[src/rtl/jamma_pkg.sv]
// Shared types and constants for the JAMMA control reader.
// Scan states, idle vector and player-vector bit positions.
package jamma_pkg;

    typedef enum logic [1:0] {
        SEL1 = 2'd0,
        SMP1 = 2'd1,
        SEL2 = 2'd2,
        SMP2 = 2'd3
    } scan_state_t;

    localparam logic [7:0] JOY_IDLE = 8'hFF;

    localparam int UP    = 0;
    localparam int DOWN  = 1;
    localparam int LEFT  = 2;
    localparam int RIGHT = 3;
    localparam int B1    = 4;
    localparam int B2    = 5;
    localparam int START = 7;

    // Active-low: a pressed on-board control wins over an idle splitter bit.
    function automatic logic [7:0] merge_onboard(
        input logic [7:0] jjoy,
        input logic [5:0] onboard
    );
        return jjoy & {2'b11, onboard};
    endfunction

endpackage

[src/rtl/jamma_input_mux_debounce.sv]
// Per-player debounce: output follows a sample only after it has
// been seen on DEBOUNCE consecutive sample strobes.
module jamma_debounce
    import jamma_pkg::*;
#(
    parameter int DEBOUNCE = 4
) (
    input  logic       i_clk,
    input  logic       i_reset,
    input  logic       i_strobe,
    input  logic [7:0] i_sample,
    output logic [7:0] o_vec
);

    localparam logic [3:0] DB = 4'(DEBOUNCE);

    logic [7:0] r_last;
    logic [3:0] r_count;
    logic [7:0] r_vec;
    logic       w_match;
    logic [3:0] w_count_nxt;

    always_comb begin
        w_match     = (i_sample == r_last);
        w_count_nxt = 4'd1;
        if (w_match) begin
            w_count_nxt = (r_count >= DB) ? DB : r_count + 4'd1;
        end
    end

    // The output is updated on the same edge that records the sample.
    always_ff @(posedge i_clk) begin
        if (i_reset) begin
            r_last  <= JOY_IDLE;
            r_count <= 4'd0;
            r_vec   <= JOY_IDLE;
        end else if (i_strobe) begin
            r_last  <= i_sample;
            r_count <= w_count_nxt;
            if (w_count_nxt == DB) begin
                r_vec <= i_sample;
            end
        end
    end

    assign o_vec = r_vec;

endmodule

[src/rtl/jamma_input_mux.sv]
// Time-multiplexed JAMMA splitter reader: select/settle/sample scan,
// per-player debounce and coin pulse stretching. All controls active-low.
module jamma_input_mux
    import jamma_pkg::*;
#(
    parameter int          SETTLE       = 8,
    parameter int          DEBOUNCE     = 4,
    parameter logic [15:0] COIN_STRETCH = 16'd50000
) (
    input  logic       pclk,
    input  logic       reset,
    input  logic [7:0] JJOY,
    input  logic [5:0] JOYSTICK,
    input  logic [1:0] JCOIN,
    output logic       JSELECT,
    output logic [7:0] joystick1,
    output logic [7:0] joystick2,
    output logic [1:0] coin,
    output logic       scan_tick
);

    localparam logic [7:0] SETTLE_LAST = 8'(SETTLE - 1);

    logic [7:0]  r_jjoy_m, r_jjoy_s;
    logic [5:0]  r_onb_m, r_onb_s;
    logic [1:0]  r_coin_m, r_coin_s, r_coin_d;

    scan_state_t r_state, w_state_nxt;
    logic [7:0]  r_settle;
    logic        r_scan_tick;
    logic        w_strobe1, w_strobe2;
    logic [7:0]  w_sample1;

    always_ff @(posedge pclk) begin
        if (reset) begin
            r_jjoy_m <= '1;
            r_jjoy_s <= '1;
            r_onb_m  <= '1;
            r_onb_s  <= '1;
            r_coin_m <= '1;
            r_coin_s <= '1;
            r_coin_d <= '1;
        end else begin
            r_jjoy_m <= JJOY;
            r_jjoy_s <= r_jjoy_m;
            r_onb_m  <= JOYSTICK;
            r_onb_s  <= r_onb_m;
            r_coin_m <= JCOIN;
            r_coin_s <= r_coin_m;
            r_coin_d <= r_coin_s;
        end
    end

    always_comb begin
        w_state_nxt = r_state;
        w_strobe1   = 1'b0;
        w_strobe2   = 1'b0;
        unique case (r_state)
            SEL1: begin
                if (r_settle == SETTLE_LAST) begin
                    w_state_nxt = SMP1;
                end
            end
            SMP1: begin
                w_strobe1   = 1'b1;
                w_state_nxt = SEL2;
            end
            SEL2: begin
                if (r_settle == SETTLE_LAST) begin
                    w_state_nxt = SMP2;
                end
            end
            SMP2: begin
                w_strobe2   = 1'b1;
                w_state_nxt = SEL1;
            end
        endcase
    end

    always_ff @(posedge pclk) begin
        if (reset) begin
            r_state     <= SEL1;
            r_settle    <= 8'd0;
            r_scan_tick <= 1'b0;
        end else begin
            r_state     <= w_state_nxt;
            r_settle    <= (w_state_nxt != r_state) ? 8'd0 : r_settle + 8'd1;
            r_scan_tick <= w_strobe2;
        end
    end

    assign JSELECT   = (r_state == SEL2) || (r_state == SMP2);
    assign scan_tick = r_scan_tick;
    assign w_sample1 = merge_onboard(r_jjoy_s, r_onb_s);

    jamma_debounce #(.DEBOUNCE(DEBOUNCE)) u_deb_p1 (
        .i_clk    (pclk),
        .i_reset  (reset),
        .i_strobe (w_strobe1),
        .i_sample (w_sample1),
        .o_vec    (joystick1)
    );

    jamma_debounce #(.DEBOUNCE(DEBOUNCE)) u_deb_p2 (
        .i_clk    (pclk),
        .i_reset  (reset),
        .i_strobe (w_strobe2),
        .i_sample (r_jjoy_s),
        .o_vec    (joystick2)
    );

    for (genvar gi = 0; gi < 2; gi++) begin : g_coin
        logic [15:0] r_cnt;
        logic        r_out;
        logic        w_fall;
        logic [15:0] w_cnt_nxt;

        always_comb begin
            w_fall    = r_coin_d[gi] & ~r_coin_s[gi];
            w_cnt_nxt = 16'd0;
            if (w_fall) begin
                w_cnt_nxt = COIN_STRETCH;
            end else if (r_cnt != 16'd0) begin
                w_cnt_nxt = r_cnt - 16'd1;
            end
        end

        // Low while the switch is held or the stretch is still running.
        always_ff @(posedge pclk) begin
            if (reset) begin
                r_cnt <= 16'd0;
                r_out <= 1'b1;
            end else begin
                r_cnt <= w_cnt_nxt;
                r_out <= r_coin_s[gi] & (w_cnt_nxt == 16'd0);
            end
        end

        assign coin[gi] = r_out;
    end

endmodule
[config.mk]
export PLATFORM = sky130hd
export DESIGN_NAME = jamma_input_mux
export DESIGN_NICKNAME = d
export VERILOG_FILES = /design/src/rtl/jamma_pkg.sv /design/src/rtl/jamma_input_mux_debounce.sv /design/src/rtl/jamma_input_mux.sv
export SDC_FILE = /design/constraint.sdc
export NUM_CORES = 1
export LEC_CHECK = 0
export ABC_AREA = 1
export BUFFER_PORTS_ARGS = -buffer_cell sky130_fd_sc_hd__buf_2
export CAP_MARGIN = 5
export CELL_PAD_IN_SITES_DETAIL_PLACEMENT = 1
export CELL_PAD_IN_SITES_GLOBAL_PLACEMENT = 1
export CORE_MARGIN = 2
export CORE_UTILIZATION = 48
export CTS_CLUSTER_DIAMETER = 60
export CTS_CLUSTER_SIZE = 16
export DETAILED_ROUTE_END_ITERATION = 10
export PLACE_DENSITY_LB_ADDON = 0.1
export SLEW_MARGIN = 20
export SYNTH_ARGS = -nofsm -noshare
export SYNTH_HDL_FRONTEND = slang
export SYNTH_SLANG_ARGS = --single-unit
[constraint.sdc]
create_clock -name pclk -period 3.44 [get_ports pclk]
set_input_delay 0.344 -clock pclk [delete_from_list [all_inputs] [get_ports pclk]]
set_output_delay 0.344 -clock pclk [all_outputs]
set_load 0.005 [all_outputs]
==> results_dict.tcl, run 1 <==
set metrics [dict create \
    io_pins 38 \
    crit_slowest_cell "dfxtp_1" \
    synth_compound_area_share_pct 7.90 \
    critical_path_required_ps 3100 \
    fillers 1315 \
    yosysSeqAreaShare_pct 45.6 \
    ys_types 35 \
    die_y_um 108 \
    h-tree-depth 4 \
    muxShareOfSynthArea_pct 0 \
    synth_fa_ha_area_share_pct 2.16 \
    outcome "finished, final reports clean" \
    drc 0 \
    finalHoldViolCount 0 \
    avgSynthCellArea_um2 7.56 \
    worst_setup_path_start_kind "flip-flop" \
    gp_congestion 0.811 \
    synth_xor_area_share_pct 3.52 \
    slew_headroom_pct 32.2 \
    cts_made_buffers 17 \
    r2r_slack_ps 1410 \
    drt.antenna.violating_nets 0 \
    synth_top_family_by_area "simple AND/OR/NAND/NOR gates" \
    clkTransAtPathRegs_ps 60 \
    wire_per_inst_um 16.3 \
    cts_resized 0 \
    grt_setup_unrepaired "false" \
    end_kind "output port" \
    grt_pass1_vias 4856 \
    critPathMaxStageDelay_ps 450 \
    finalCritPeriodShare_pct 59.4 \
    chipWidth_um 108 \
    stdcell_count 890 \
    antenna_cells 0 \
    dr_total_vias 4571 \
    max-clock-path-buffers 2 \
    syn_area_um2 5230 \
    grt_max_degree 44 \
    maxSlewViolCount 0 \
    drtPass1Iterations 4 \
    antenna_found_initial 0 \
    p_leak_uw 0.00300 \
    start_util_pct 48.6 \
    crit_chain "inv_1, ha_1, or2_2, buf_2" \
    cp_max_fo 6 \
    nNetsFinal 765 \
    skew_ps 12.7 \
    synth_seq_cells 119 \
    yosys-top-cells-count "nand2_1, dfxtp_1, nor2_1, inv_1, nand3_1" \
    clk_latency_ps 520 \
    yosys_most_used_dff "dfxtp_1" \
    drt_iter0_markers 155 \
    synthToLayoutAreaGrowth_pct 19.1 \
    dp_hpwl_um 8930 \
    synth_edf_count 0 \
    track_usage_pct 26.3 \
    arrival_ps 1700 \
    synth_area_leaders "dfxtp_1, nand2_1, nor2_1, inv_1, nand3_1" \
    yosysMostFrequentCell "nand2_1" \
    fin_ws_ps 1400 \
    coreArea_um2 10700 \
    clkSinkCount 119 \
    final-setup-viol-count 0 \
    tns_ps 0 \
    drive_gt1_share_pct 18.1 \
    viasPerCell 5.14 \
    maxCapViolations 0 \
    post-place-cells 850 \
    syn_inst 691 \
    grt_pass1_wl_um 23600 \
    synth_fp_nets 718 \
    routed_wl_um 14500 \
    cts_root_buffer "clkbuf_8" \
    globalRoute.totalOverflow 0 \
    worstSetupPathType "flip-flop to output port" \
    ys_async_sr_fraction_pct 0 \
    hold_slack_ps 24.1 \
    cts_tree "yes" \
    peakVddDrop_mv 0.510 \
    hp-class "input port to flip-flop" \
    power.density_nw_per_um2 912 \
    port_buffers 37 \
    die_area_um2 11700 \
    yosysTopAreaCell "dfxtp_1" \
    num_rows 38 \
    worst_slew_pin_slew_ps 1010 \
    yosys_warnings 0 \
    fin_crit_ps 2040 \
    synth_top_area_share_pct 45.6 \
    yosys.area_share.simple_pct 33.1 \
    maxClockFrequency_mhz 489 \
    dp_slack_ps 1430 \
]
[layer usage]
layer	vias up	global-route usage [%]	share of wire (%)
li1	2277	-	-
met3	30	6.03	2.7
met1	2184	29.0	41
met5	-	0	0
met2	80	48.7	53
met4	0	10.3	2.7
[layout make-up]
| cell class | count | area, um^2 | area share, % |
|---|---|---|---|
| clock buffer | 17 | 414 | 6.66 |
| clock inverter | 14 | 223 | 3.58 |
| inverter | 79 | 297 | 4.77 |
| multi-input combinational | 473 | 2440 | 39.2 |
| sequential | 119 | 2380 | 38.3 |
| tap | 140 | 175 | 2.82 |
| timing repair buffer | 48 | 290 | 4.67 |
[power breakdown]
group	internal [uW]	switching [uW]
logic	674	1320
registers	1580	180
clock network	1250	671
[path summary, 6_finish.rpt]
kind,start,to,depth (start not counted)
setup / recovery,r_state[0],JSELECT,4
hold / removal,JCOIN[0],r_coin_m[0],2
setup reg to reg,g_coin[0].r_cnt[0],g_coin[0].r_out,14
hold reg to reg,r_onb_m[2],r_onb_s[2],1
[what timing repair did]
| item | CTS | global route |
|---|---|---|
| endpoints found under the hold margin | 9 | 0 |
| setup endpoints to repair | 0 | 0 |
| setup buffers | 0 | 0 |
| hold buffers | 9 | 0 |
[through the flow]
stage / total power (uW) / utilization (%) / area [um^2]
2_1_floorplan: 3320 / - / 5230
3_3_place_gp: 3660 / 51.1 / 5500
3_5_place_dp: 3750 / 51.1 / 5500
4_1_cts: 5710 / 57.9 / 6220
5_1_grt: 6090 / 57.9 / 6220
6_report: 5670 / 57.9 / 6220
[worst max-delay path: cells and delay by family, from the launching register on]
family | cells | cell delay, ps
AND/OR/NAND/NOR | 1 | 280
buffers and inverters | 2 | 240
flip-flops | 1 | 450
adder cells (fa/ha/maj) | 1 | 220
[layout by cell type, fill, tap and decap left out, drive strengths merged]
cell type    synthesis  layout
o211ai              10      10
buf                  6      39
a41oi                1       1
or2                 35      35
nor3                19      19
nand3               57      57
a2111oi              1       1
dfxtp              119     119
o21ai               18      18
a22oi                2       2
a21oi               22      22
nand4                4       4
a31oi                2       2
xnor2               10      10
bufinv               0       5
o31ai                1       1
clkinv               0       4
clkbuf              14      17
a21o                 1       1
nand3b               2       2
o21bai               2       2
o21a                 3       3
dlygate4sd3          0       9
ha                   9       9
xor2                11      11
nor2               117     117
nand2              146     146
clkinvlp             0       2
inv                 79      82
[kinds of logic after synthesis]
logic type	count (synthesis)
AOI/OAI and AO/OA	63
buffers and inverters	99
and+or+nand+nor	380
xor gates and xnor gates	21
DFF	119
adders and majority gates	9
[sequential cells by signal, indices dropped and copies added (netlist names), 6 cells and up]
| name | cells |
|---|---|
| r_jjoy_m | 8 |
| g_coin.r_cnt | 32 |
| r_onb_m | 6 |
| r_jjoy_s | 8 |
| u_deb_p1.o_vec | 8 |
| r_settle | 8 |
| r_onb_s | 6 |
| u_deb_p1.r_last | 8 |
| u_deb_p2.r_last | 8 |
| u_deb_p2.o_vec | 8 |
Power figures use the tool's default switching activity.
==> inputs of run 2 (changes only) <==
--- a/config.mk
+++ b/config.mk
@@ -11,7 +11,7 @@
 export CELL_PAD_IN_SITES_DETAIL_PLACEMENT = 1
 export CELL_PAD_IN_SITES_GLOBAL_PLACEMENT = 1
 export CORE_MARGIN = 2
-export CORE_UTILIZATION = 48
+export CORE_UTILIZATION = 44
 export CTS_CLUSTER_DIAMETER = 60
 export CTS_CLUSTER_SIZE = 16
 export DETAILED_ROUTE_END_ITERATION = 10
==> constraint.sdc (replaced) <==
create_clock -name pclk -period 2.12 [get_ports pclk]
set_input_delay 0.212 -clock pclk [delete_from_list [all_inputs] [get_ports pclk]]
set_output_delay 0.212 -clock pclk [all_outputs]
set_load 0.005 [all_outputs]
==> results_dict.tcl, run 2 (same netlist as run 1, synthesis figures left out) <==
set metrics [dict create \
    dr_total_vias 4511 \
    cp.buffers_inverters 0 \
    clkTransAtPathRegs_ps 60 \
    antenna_cells 0 \
    cts_root_buffer "clkbuf_16" \
    post-cts-setup-buffers 0 \
    stdcell_count 906 \
    max-clock-path-buffers 2 \
    layout_common_cells "nand2_1, dfxtp_1, nor2_1, inv_1, nand3_1" \
    cts_tree "yes" \
    worstSetupPathType "flip-flop to flip-flop" \
    synthToLayoutAreaGrowth_pct 20.4 \
    final-setup-viol-count 0 \
    hp-class "input port to flip-flop" \
    hold_slack_ps 2.53 \
    drt_iter0_markers 166 \
    worst_slew_pin_slew_ps 907 \
    chipWidth_um 113 \
    final_common_cell "nand2_1" \
    h-tree-depth 4 \
    cp_max_fo 16 \
    peakVddDrop_mv 0.568 \
    track_usage_pct 22.2 \
    start_util_pct 45.4 \
    power.density_nw_per_um2 1430 \
    finalCritPeriodShare_pct 85.5 \
    critPathMaxStageDelay_ps 410 \
    wl_met3_um 259 \
    largest-register "g_coin.r_cnt" \
    skew_ps 6.92 \
    port_buffers 37 \
    end_kind "flip-flop" \
    wire_per_inst_um 14.7 \
    drc 0 \
    slew_headroom_pct 39.0 \
    grt_max_degree 35 \
    fin_ws_ps 308 \
    worst_setup_path_start_kind "flip-flop" \
    crit_chain "xor2_1, nor2_1, nand2_1, nor3_2, nand3_2, nand2_1, o211ai_2" \
    grt_setup_unrepaired "false" \
    grt_pass1_wl_um 22700 \
    coreArea_um2 11500 \
    met1_length_um 5760 \
    post-place-cells 859 \
    drt.antenna.violating_nets 0 \
    maxCapViolations 0 \
    die_area_um2 12800 \
    gp_congestion 0.791 \
    crit_slowest_cell "nand3_2" \
    top_layer "met4" \
    dp_slack_ps 208 \
    path_common_cell "nand2_1" \
    num_rows 39 \
    finalHoldViolCount 0 \
    die_y_um 113 \
    clk_latency_ps 410 \
    cts_made_buffers 17 \
    antenna_found_initial 0 \
    arrival_ps 2100 \
    drive_gt1_share_pct 18.7 \
    grt_pass1_vias 4834 \
    fin_crit_ps 1810 \
    maxSlewViolCount 0 \
    critical_path_required_ps 2400 \
    nNetsFinal 777 \
    drtPass1Iterations 4 \
    outcome "finished, final reports clean" \
    io_pins 38 \
    clkSinkCount 119 \
    viasPerCell 4.98 \
    wl_met2_um 7140 \
    cpLargestDelayFamily "simple AND/OR/NAND/NOR gates" \
    routed_wl_um 13300 \
    tns_ps 0 \
    p_leak_uw 0.00303 \
    dp_hpwl_um 9180 \
    largest_reg_flops 32 \
    maxClockFrequency_mhz 552 \
    globalRoute.totalOverflow 0 \
]
-- run 2: cell count changes in the layout (fill, tap and decap cells not counted), moves of 2 or more --
cell | previous run | this run
clkinv_2 | 1 | 3
inv_6 | 3 | 0
dlygate4sd3_1 | 9 | 15
clkbuf_8 | 1 | 3
bufinv_16 | 5 | 2
buf_4 | 2 | 8
-- run 2: through the flow --
| step | power [uW] | instance area (um^2) | utilization (%) |
|---|---|---|---|
| 2_1_floorplan | 5380 | 5230 | - |
| 3_3_place_gp | 6020 | 5540 | 48.1 |
| 3_5_place_dp | 6160 | 5540 | 48.1 |
| 4_1_cts | 9080 | 6290 | 54.6 |
| 5_1_grt | 9720 | 6290 | 54.6 |
| 6_report | 9010 | 6290 | 54.6 |
-- run 2: path summary, 6_finish.rpt --
check         startpoint                end  slack [ps]  depth (start not counted)
max reg2reg  r_jjoy_s[6]  u_deb_p2.o_vec[2]         310                          7
min reg2reg  r_jjoy_m[4]        r_jjoy_s[4]         410                          1
min             JCOIN[1]        r_coin_m[1]           3                          2
max          r_jjoy_s[6]  u_deb_p2.o_vec[2]         310                          7
-- run 2: repair_timing --
item	4_1_cts	5_1_grt
hold buffers	15	0
resized for setup	0	1
hold endpoints to repair	15	0
setup endpoints to repair	0	1
-- run 2: layout make-up --
class / instances / area, um^2
Fill cell: 1432 / 5230
Multi-Input combinational cell: 473 / 2440
Sequential cell: 119 / 2380
Clock buffer: 21 / 470
Timing Repair Buffer: 60 / 395
Inverter: 79 / 297
Tap cell: 143 / 179
Clock inverter: 11 / 124
-- run 2: routing by layer --
layer	GRT usage, %	up-vias
met2	43.0	43
met1	24.2	2153
met4	6.42	0
met5	0	-
met3	4.39	19
li1	-	2296
-- run 2: where the power goes --
part           switching, uW  internal [uW]  leakage [uW]
Clock                   1030           1820      0.000285
Sequential               292           2560      0.000975
Combinational           2200           1110       0.00177
